## src/rtl/adder_arbiter.sv

```systemverilog
// Round-robin front end that shares one pipelined 4-input signed adder tree between
// two requesters and tags every issue so each sum returns with its requester ID.
module adder_arbiter #(
  parameter int WIDTH = 25,
  parameter int LAT   = 2,
  parameter int CNT_W = 16
) (
  input  logic               CLK,
  input  logic               RST,
  input  logic               A_VALID,
  output logic               A_READY,
  input  logic [4*WIDTH-1:0] A_DATA,
  input  logic               B_VALID,
  output logic               B_READY,
  input  logic [4*WIDTH-1:0] B_DATA,
  output logic [WIDTH-1:0]   ADD_WORD_0,
  output logic [WIDTH-1:0]   ADD_WORD_1,
  output logic [WIDTH-1:0]   ADD_WORD_2,
  output logic [WIDTH-1:0]   ADD_WORD_3,
  input  logic [WIDTH-1:0]   ADD_RES,
  output logic               RES_VALID,
  output logic [WIDTH-1:0]   RES_DATA,
  output logic               RES_ID,
  output logic [CNT_W-1:0]   GRANT_CNT_A,
  output logic [CNT_W-1:0]   GRANT_CNT_B
);

  typedef enum logic {
    PRIO_A = 1'b0,
    PRIO_B = 1'b1
  } prio_t;

  prio_t              prio;
  prio_t              prio_nxt;
  logic               a_grant;
  logic               b_grant;
  logic               grant;
  logic [4*WIDTH-1:0] sel_data;
  logic [LAT-1:0]     tag_valid;
  logic [LAT-1:0]     tag_id;

  // NOTE: sequential state is always assigned with <= so every flop samples pre-edge values.
  always_ff @(posedge CLK) begin
    if (RST) prio <= PRIO_A;
    else     prio <= prio_nxt;
  end

  // NOTE: every always_comb output gets a default first, otherwise a latch is inferred.
  always_comb begin
    a_grant  = 1'b0;
    b_grant  = 1'b0;
    prio_nxt = prio;
    if (!RST) begin
      a_grant = A_VALID & ((prio == PRIO_A) | ~B_VALID);
      b_grant = B_VALID & ((prio == PRIO_B) | ~A_VALID);
    end
    if (a_grant)      prio_nxt = PRIO_B;
    else if (b_grant) prio_nxt = PRIO_A;
  end

  assign grant   = a_grant | b_grant;
  assign A_READY = a_grant;
  assign B_READY = b_grant;

  always_comb begin
    sel_data = '0;
    if (a_grant)      sel_data = A_DATA;
    else if (b_grant) sel_data = B_DATA;
  end

  assign ADD_WORD_0 = sel_data[0*WIDTH +: WIDTH];
  assign ADD_WORD_1 = sel_data[1*WIDTH +: WIDTH];
  assign ADD_WORD_2 = sel_data[2*WIDTH +: WIDTH];
  assign ADD_WORD_3 = sel_data[3*WIDTH +: WIDTH];

  // Tag pipe runs in lockstep with the adder; reset drops in-flight tags so stale sums are ignored.
  always_ff @(posedge CLK) begin
    if (RST) begin
      tag_valid <= '0;
    end else begin
      tag_valid[0] <= grant;
      for (int k = 1; k < LAT; k++) tag_valid[k] <= tag_valid[k-1];
    end
  end

  // NOTE: the id bits are only meaningful alongside a valid bit, so they carry no reset.
  always_ff @(posedge CLK) begin
    tag_id[0] <= b_grant;
    for (int k = 1; k < LAT; k++) tag_id[k] <= tag_id[k-1];
  end

  assign RES_VALID = tag_valid[LAT-1];
  assign RES_ID    = tag_id[LAT-1];
  assign RES_DATA  = ADD_RES;

  // Grant counters stop at all-ones instead of wrapping.
  always_ff @(posedge CLK) begin
    if (RST)                          GRANT_CNT_A <= '0;
    else if (a_grant && ~&GRANT_CNT_A) GRANT_CNT_A <= GRANT_CNT_A + 1'b1;
  end

  always_ff @(posedge CLK) begin
    if (RST)                          GRANT_CNT_B <= '0;
    else if (b_grant && ~&GRANT_CNT_B) GRANT_CNT_B <= GRANT_CNT_B + 1'b1;
  end

endmodule
```

## config.mk

```make
export PLATFORM = sky130hd
export DESIGN_NAME = adder_arbiter
export DESIGN_NICKNAME = d
export VERILOG_FILES = /design/src/rtl/adder_arbiter.sv
export SDC_FILE = /design/constraint.sdc
export NUM_CORES = 1
export LEC_CHECK = 0
export CAP_MARGIN = 20
export CORE_AREA = 5 5 147 149
export CTS_CLUSTER_DIAMETER = 60
export DETAILED_ROUTE_END_ITERATION = 7
export DIE_AREA = 0 0 152 154
export PLACE_DENSITY_LB_ADDON = 0.3
export SLEW_MARGIN = 0
export SYNTH_ARGS = -nofsm -noshare
export SYNTH_HDL_FRONTEND = slang
export SYNTH_SLANG_ARGS = --single-unit
export TNS_END_PERCENT = 100
```

## constraint.sdc

```tcl
create_clock -name CLK -period 4.1 [get_ports CLK]
set_input_delay 0.82 -clock CLK [delete_from_list [all_inputs] [get_ports CLK]]
set_output_delay 0.82 -clock CLK [all_outputs]
set_load 0.05 [all_outputs]
```

==> flow_summary.toml, run 1 <==
[power]
vdd_drop_max_v = 0.000129
pwr-share-clk = 0.248
power_frac_comb = 0.499
p_total_uw = 1450
p_leak_uw = 0.00254
power.density_mw_per_mm2 = 225
p_sw_uw = 550
sw_frac_of_total = 0.379
internal_power_uw = 901
pwr-share-seq = 0.253

[logic_synthesis]
synth_area_leaders = "a22o_1 (28%), dfxtp_1 (24%), buf_4 (6.8%), mux2_2 (2.2%), a21oi_1 (2.1%)"
yosysMostFrequentCell = "a22o_1"
yosysTopAreaCell = "a22o_1"
synth_commonest_cells = "a22o_1 (100), dfxtp_1 (37), buf_4 (28)"
syn_inst = 363
synthesis.area_mm2 = 0.00308
synth_nets = 594
ys_ff_latch = 37
synth_top_area_frac = 0.285
synthArstFlopShare = 0
synth-edff-count = 0
ys.flop_type = "dfxtp_1"
synth_cell_types = 45
synth_area_per_cell_um2 = 8.47
yosysSeqAreaShare = 0.241
ys_warn_count = 0

[drt]
finalWirelength_um = 21700
first_iter_violations = 266
first_pass_iters = 4
ant_nets = 0
wl_per_cell_um = 23.3
via_per_inst = 4.60
vias = 4278
drc = 0

[cts]
post_cts_buffers = 0
clk_latency_ns = 0.28
cts_buffer_depth = 2
cts_sinks = 37
root_buffer = "clkbuf_16"
postCtsHoldBufs = 0
clk_pin_slew_ns = 0.06
cts_tree = "done"
cts_made_buffers = 5
cts_resized = 0
htree_levels = 2

[cells_and_area]
syn_to_final_growth_pct = 110
n_antenna_cell = 0
fin_cells = 929
layout.nets = 891
fill_cells = 2119
drive_gt1_frac = 0.200
multiInputGateArea_mm2 = 0.00197
register_area_um2 = 741

[place]
place_inst = 923
globalplace.congestion = 1.07
dp_hpwl_um = 18300
portBuffers = 339
post-place-ws_ns = 0.722

[grt]
overflow = 0
grt_antenna_before_repair = 5
grt_pass1_wl_um = 29800
grt_pass1_vias = 4180
grtUsageTotal = 0.169
grt_max_degree = 71

[floorplanning]
io_pins = 390
num_rows = 52
initial_core_util = 0.153
die_area_mm2 = 0.0234
die_w_um = 152
die_y_um = 154
core-area_mm2 = 0.0200

[sta]
fin_crit_ns = 3.35
fin_skew_ns = 0.00619
fin_crit_sh = 0.817
rsz0062_at_grt = "no"
slew-limit-headroom = 0.514
holdWs_ns = 0.341
postLayoutSetupSlackWorst_ns = 0.752
hold_viol_final = 0
finalSetupViolCount = 0
fmax_mhz = 299
worstMarginPinSlew_ns = 0.723
drv_slew = 0
finalSetupTns_ns = 0

[worst_setup_path]
path_class = "in -> out"
cp_slowest_cell = "clkdlybuf4s50_1"
path_cells = "clkdlybuf4s50_1 -> nor2b_2 -> nand2_1 -> clkinv_2 -> buf_4 -> a22o_1 -> buf_4"
crit_required_ns = 3.28
cp_common_cell = "buf_4"
end_kind = "output pin"
crit_arrival_ns = 2.53
start_kind = "input pin"
path_max_fanout = 32
critPathMaxStageDelay_ns = 0.54

[status]
status = "completed"

[flow_run]
drv_cap = 0

[worst_hold_path]
hold_path_class = "reg -> reg"
cell type report:
| type | instances | area share |
|---|---|---|
| Timing Repair Buffer | 348 | 0.503 |
| Multi-Input combinational cell | 260 | 0.305 |
| Sequential cell | 37 | 0.115 |
| Tap cell | 270 | 0.0524 |
| Clock buffer | 5 | 0.0194 |
| Inverter | 8 | 0.00504 |
| Clock inverter | 1 | 0.000776 |
placed cells by master, fill, tap and decap left out, types with 4 or more instances in the layout:
| cell | Yosys | layout |
|---|---|---|
| clkdlybuf4s50_1 | 0 | 237 |
| buf_4 | 28 | 108 |
| a22o_1 | 100 | 100 |
| dfxtp_1 | 37 | 37 |
| nand2_1 | 14 | 14 |
| a21oi_1 | 13 | 13 |
| nor2_1 | 12 | 12 |
| nand3_1 | 10 | 10 |
| nor3_1 | 10 | 10 |
| nor4_1 | 9 | 9 |
| nor2b_1 | 8 | 8 |
| nand4_1 | 7 | 7 |
| o41ai_1 | 7 | 7 |
| o311ai_0 | 7 | 7 |
| mux2_2 | 6 | 6 |
| inv_1 | 8 | 6 |
| and3_1 | 5 | 5 |
| and4_1 | 5 | 5 |
| or4_1 | 5 | 5 |
| clkbuf_16 | 0 | 5 |
| nand2b_1 | 4 | 4 |
| o21ai_0 | 4 | 4 |
per-stage QoR:
stage / instance area (µm²) / util
final: 6450 / 0.322
after global routing: 6450 / 0.322
after CTS: 6450 / 0.322
after detailed placement: 6320 / 0.315
after global placement: 6320 / 0.315
after floorplan: 3080 / -
critical path, delay by kind of cell:
family                 cells  cell delay, ns
AO/OA/AOI/OAI              1            0.24
buffers and inverters      4            1.17
AND/OR/NAND/NOR            2            0.28
path summary, 6_finish.rpt:
kind	start	end	slack, ns	cells after the start
max	A_VALID	ADD_WORD_0[2]	0.75	7
min	tag_id[0]	tag_id[1]	0.34	0
max reg2reg	GRANT_CNT_A[0]	GRANT_CNT_A[3]	1.92	6
min reg2reg	tag_id[0]	tag_id[1]	0.34	0
power by group through the flow:
| stage | clock network [µW] | logic [µW] | registers, µW |
|---|---|---|---|
| CTS | 376 | 730 | 367 |
| detailed placement | 0 | 728 | 375 |
| global placement | 0 | 730 | 375 |
| floorplan | 0 | 425 | 385 |
| global route | 386 | 752 | 368 |
| finish | 360 | 724 | 368 |
cell families (layout without fill, tap and decap cells):
kind of cell | Yosys count | count (layout) | share of synthesized area
buf+inv | 66 | 362 | 0.120
mux | 6 | 6 | 0.0220
simple gates | 105 | 105 | 0.216
flops | 37 | 37 | 0.241
fa+ha+maj | 2 | 2 | 0.00814
compound gates | 147 | 147 | 0.394
registers in the layout, indices dropped and copies added, names as in the netlist:
signal       flops
GRANT_CNT_A     16
prio             1
tag_id           2
tag_valid        2
GRANT_CNT_B     16
routing by layer:
layer | GRT usage | vias up | routed length (µm)
met5 | 0 | - | 69
met4 | 0.0522 | 10 | 712
met3 | 0.121 | 45 | 3240
met2 | 0.275 | 236 | 9920
met1 | 0.173 | 1954 | 7710
li1 | - | 2033 | -
Note: power is estimated with default switching activity, not from simulation.
==> run 2: changes to the inputs <==
CORE_AREA = 5 5 148 150   (was 5 5 147 149)
DIE_AREA = 0 0 153 155   (was 0 0 152 154)
clock period = 3.3 ns   (was 4.1 ns; I/O delays follow)
==> run 2 against run 1 <==
  * Flip-flop and latch count did not move
  * Total power is 32% higher
  * Hold slack got worse by 0.016 ns
  * Wire length fell by 16%
  * Sequential power is 24% higher
  * Combinational power grew 23%
  * Utilization shrank 0.46 points
  * Non-clock buffer count rose by 1
  * Critical path type unchanged
  * Critical endpoint is now ADD_WORD_2[4]
  * Highest routed layer unchanged
==> flow_summary.toml, run 2 (synthesis gave the netlist of run 1 again) <==
[grt]
grt_antenna_before_repair = 3
grtUsageTotal = 0.139
overflow = 0
grt_pass1_wl_um = 25900
grt_max_degree = 58
grt_pass1_vias = 4185

[floorplanning]
initial_core_util = 0.150
die_w_um = 153
io_pins = 390
die_y_um = 155
die_area_mm2 = 0.0237
num_rows = 53
core-area_mm2 = 0.0206

[drt]
first_pass_iters = 4
first_iter_violations = 369
ant_nets = 0
drc = 0
wl_per_cell_um = 19.4
finalWirelength_um = 18100
vias = 4163
via_per_inst = 4.44

[sta]
hold_viol_final = 0
fmax_mhz = 322
worstMarginPinSlew_ns = 0.853
drv_slew = 0
fin_crit_sh = 0.942
rsz0062_at_grt = "no"
slew-limit-headroom = 0.427
holdWs_ns = 0.326
fin_crit_ns = 3.11
finalSetupTns_ns = 0
finalSetupViolCount = 0
fin_skew_ns = 0.00381

[place]
place_inst = 929
dp_hpwl_um = 15100
globalplace.congestion = 0.975
portBuffers = 339

[worst_hold_path]
hold_path_class = "reg -> reg"
hold_depth = 0

[worst_setup_path]
reg2reg_to = "GRANT_CNT_A[3]"
end_kind = "output pin"
start_kind = "input pin"
cp_slowest_cell = "clkdlybuf4s50_1"
cp-startpoint = "B_VALID"
ff2ff_path_depth = 6
path_max_fanout = 38
r2r_setup_slack_ns = 1.03
crit_required_ns = 2.64
crit_path_end = "ADD_WORD_2[4]"
critPathMaxStageDelay_ns = 0.54
path_class = "in -> out"
crit-reg2reg-launch = "GRANT_CNT_A[0]"
crit_arrival_ns = 2.45
path_cells = "clkdlybuf4s50_1 -> nor2b_1 -> nand2_1 -> clkinv_2 -> buf_12 -> a22o_1 -> buf_4"

[cts]
postCtsHoldBufs = 0
cts_tree = "done"
clk_latency_ns = 0.28
htree_levels = 2
post_cts_buffers = 0
clk_pin_slew_ns = 0.06
cts_made_buffers = 5
cts_buffer_depth = 2
root_buffer = "clkbuf_16"
cts_sinks = 37
cts_resized = 0

[cells_and_area]
fill_cells = 2167
final_common_cell = "clkdlybuf4s50_1"
final_cell_mix = "clkdlybuf4s50_1 (237), buf_4 (108), a22o_1 (100)"
postLayoutCoreUtil = 0.317
register_area_um2 = 741
n_antenna_cell = 0
syn_to_final_growth_pct = 112
layout.nets = 892
fin_cells = 937
drive_gt1_frac = 0.204
reg_top3 = "GRANT_CNT_A: 16 flops, GRANT_CNT_B: 16 flops"
multiInputGateArea_mm2 = 0.00197

[power]
vdd_drop_max_v = 0.000178
power.density_mw_per_mm2 = 293
p_total_uw = 1910
p_leak_uw = 0.00257

[flow_run]
drv_cap = 0

[status]
status = "completed"
-- run 2: cell types whose count changed in the layout (fill, tap and decap cells not counted) --
cell,delta
buf_12,+1
clkbuf_8,+1
bufinv_16,+1
clkinvlp_4,+1
clkinv_2,-1
-- run 2: how the worst min path moves through the flow --
stage / start / endpoint / slack (ns)
3_3_place_gp: tag_id[0] / tag_id[1] / 0.31
4_1_cts: tag_id[0] / tag_id[1] / 0.33
3_5_place_dp: tag_id[0] / tag_id[1] / 0.31
6_report: tag_id[0] / tag_id[1] / 0.33
5_1_grt: tag_id[0] / tag_id[1] / 0.34
2_1_floorplan: tag_id[0] / tag_id[1] / 0.31
-- run 2: where the power goes --
group | total (µW) | switching, µW | internal (µW) | leakage [µW]
registers | 456 | 3.89 | 453 | 0.000299
logic | 888 | 489 | 399 | 0.00218
clock network | 569 | 192 | 377 | 0.0000831
total | 1910 | 685 | 1230 | 0.00257
-- run 2: per-layer routing --
metal  part of all wire  GRT usage  routed length [µm]  vias to the layer above
li1                   -          -                   -                     2028
met1               0.36      0.151                6580                     1873
met2               0.49      0.239                8930                      219
met3               0.10     0.0590                1850                       37
met4              0.040     0.0581                 732                        6
met5             0.0022          0                  40                        -
-- run 2: critical path, delay by kind of cell --
family	cells	cell delay [ns]
and+or+nand+nor	2	0.30
AOI/OAI and AO/OA	1	0.26
buffers and inverters	4	1.20
-- run 2: stage by stage --
step                      setup WS, ns  area [µm²]
after global routing            0.0625        6520
final                            0.192        6520
after CTS                        0.143        6520
after global placement           0.128        6350
after floorplan                  0.275        3080
after detailed placement         0.145        6350
-- run 2: layout make-up --
cell class	count	share of cell area
well taps	275	0.0527
multi-input cells	260	0.301
clock inverters	2	0.00575
inverters	8	0.00499
flip-flops and latches	37	0.114
clock buffers	6	0.0213
repair buffers	349	0.500
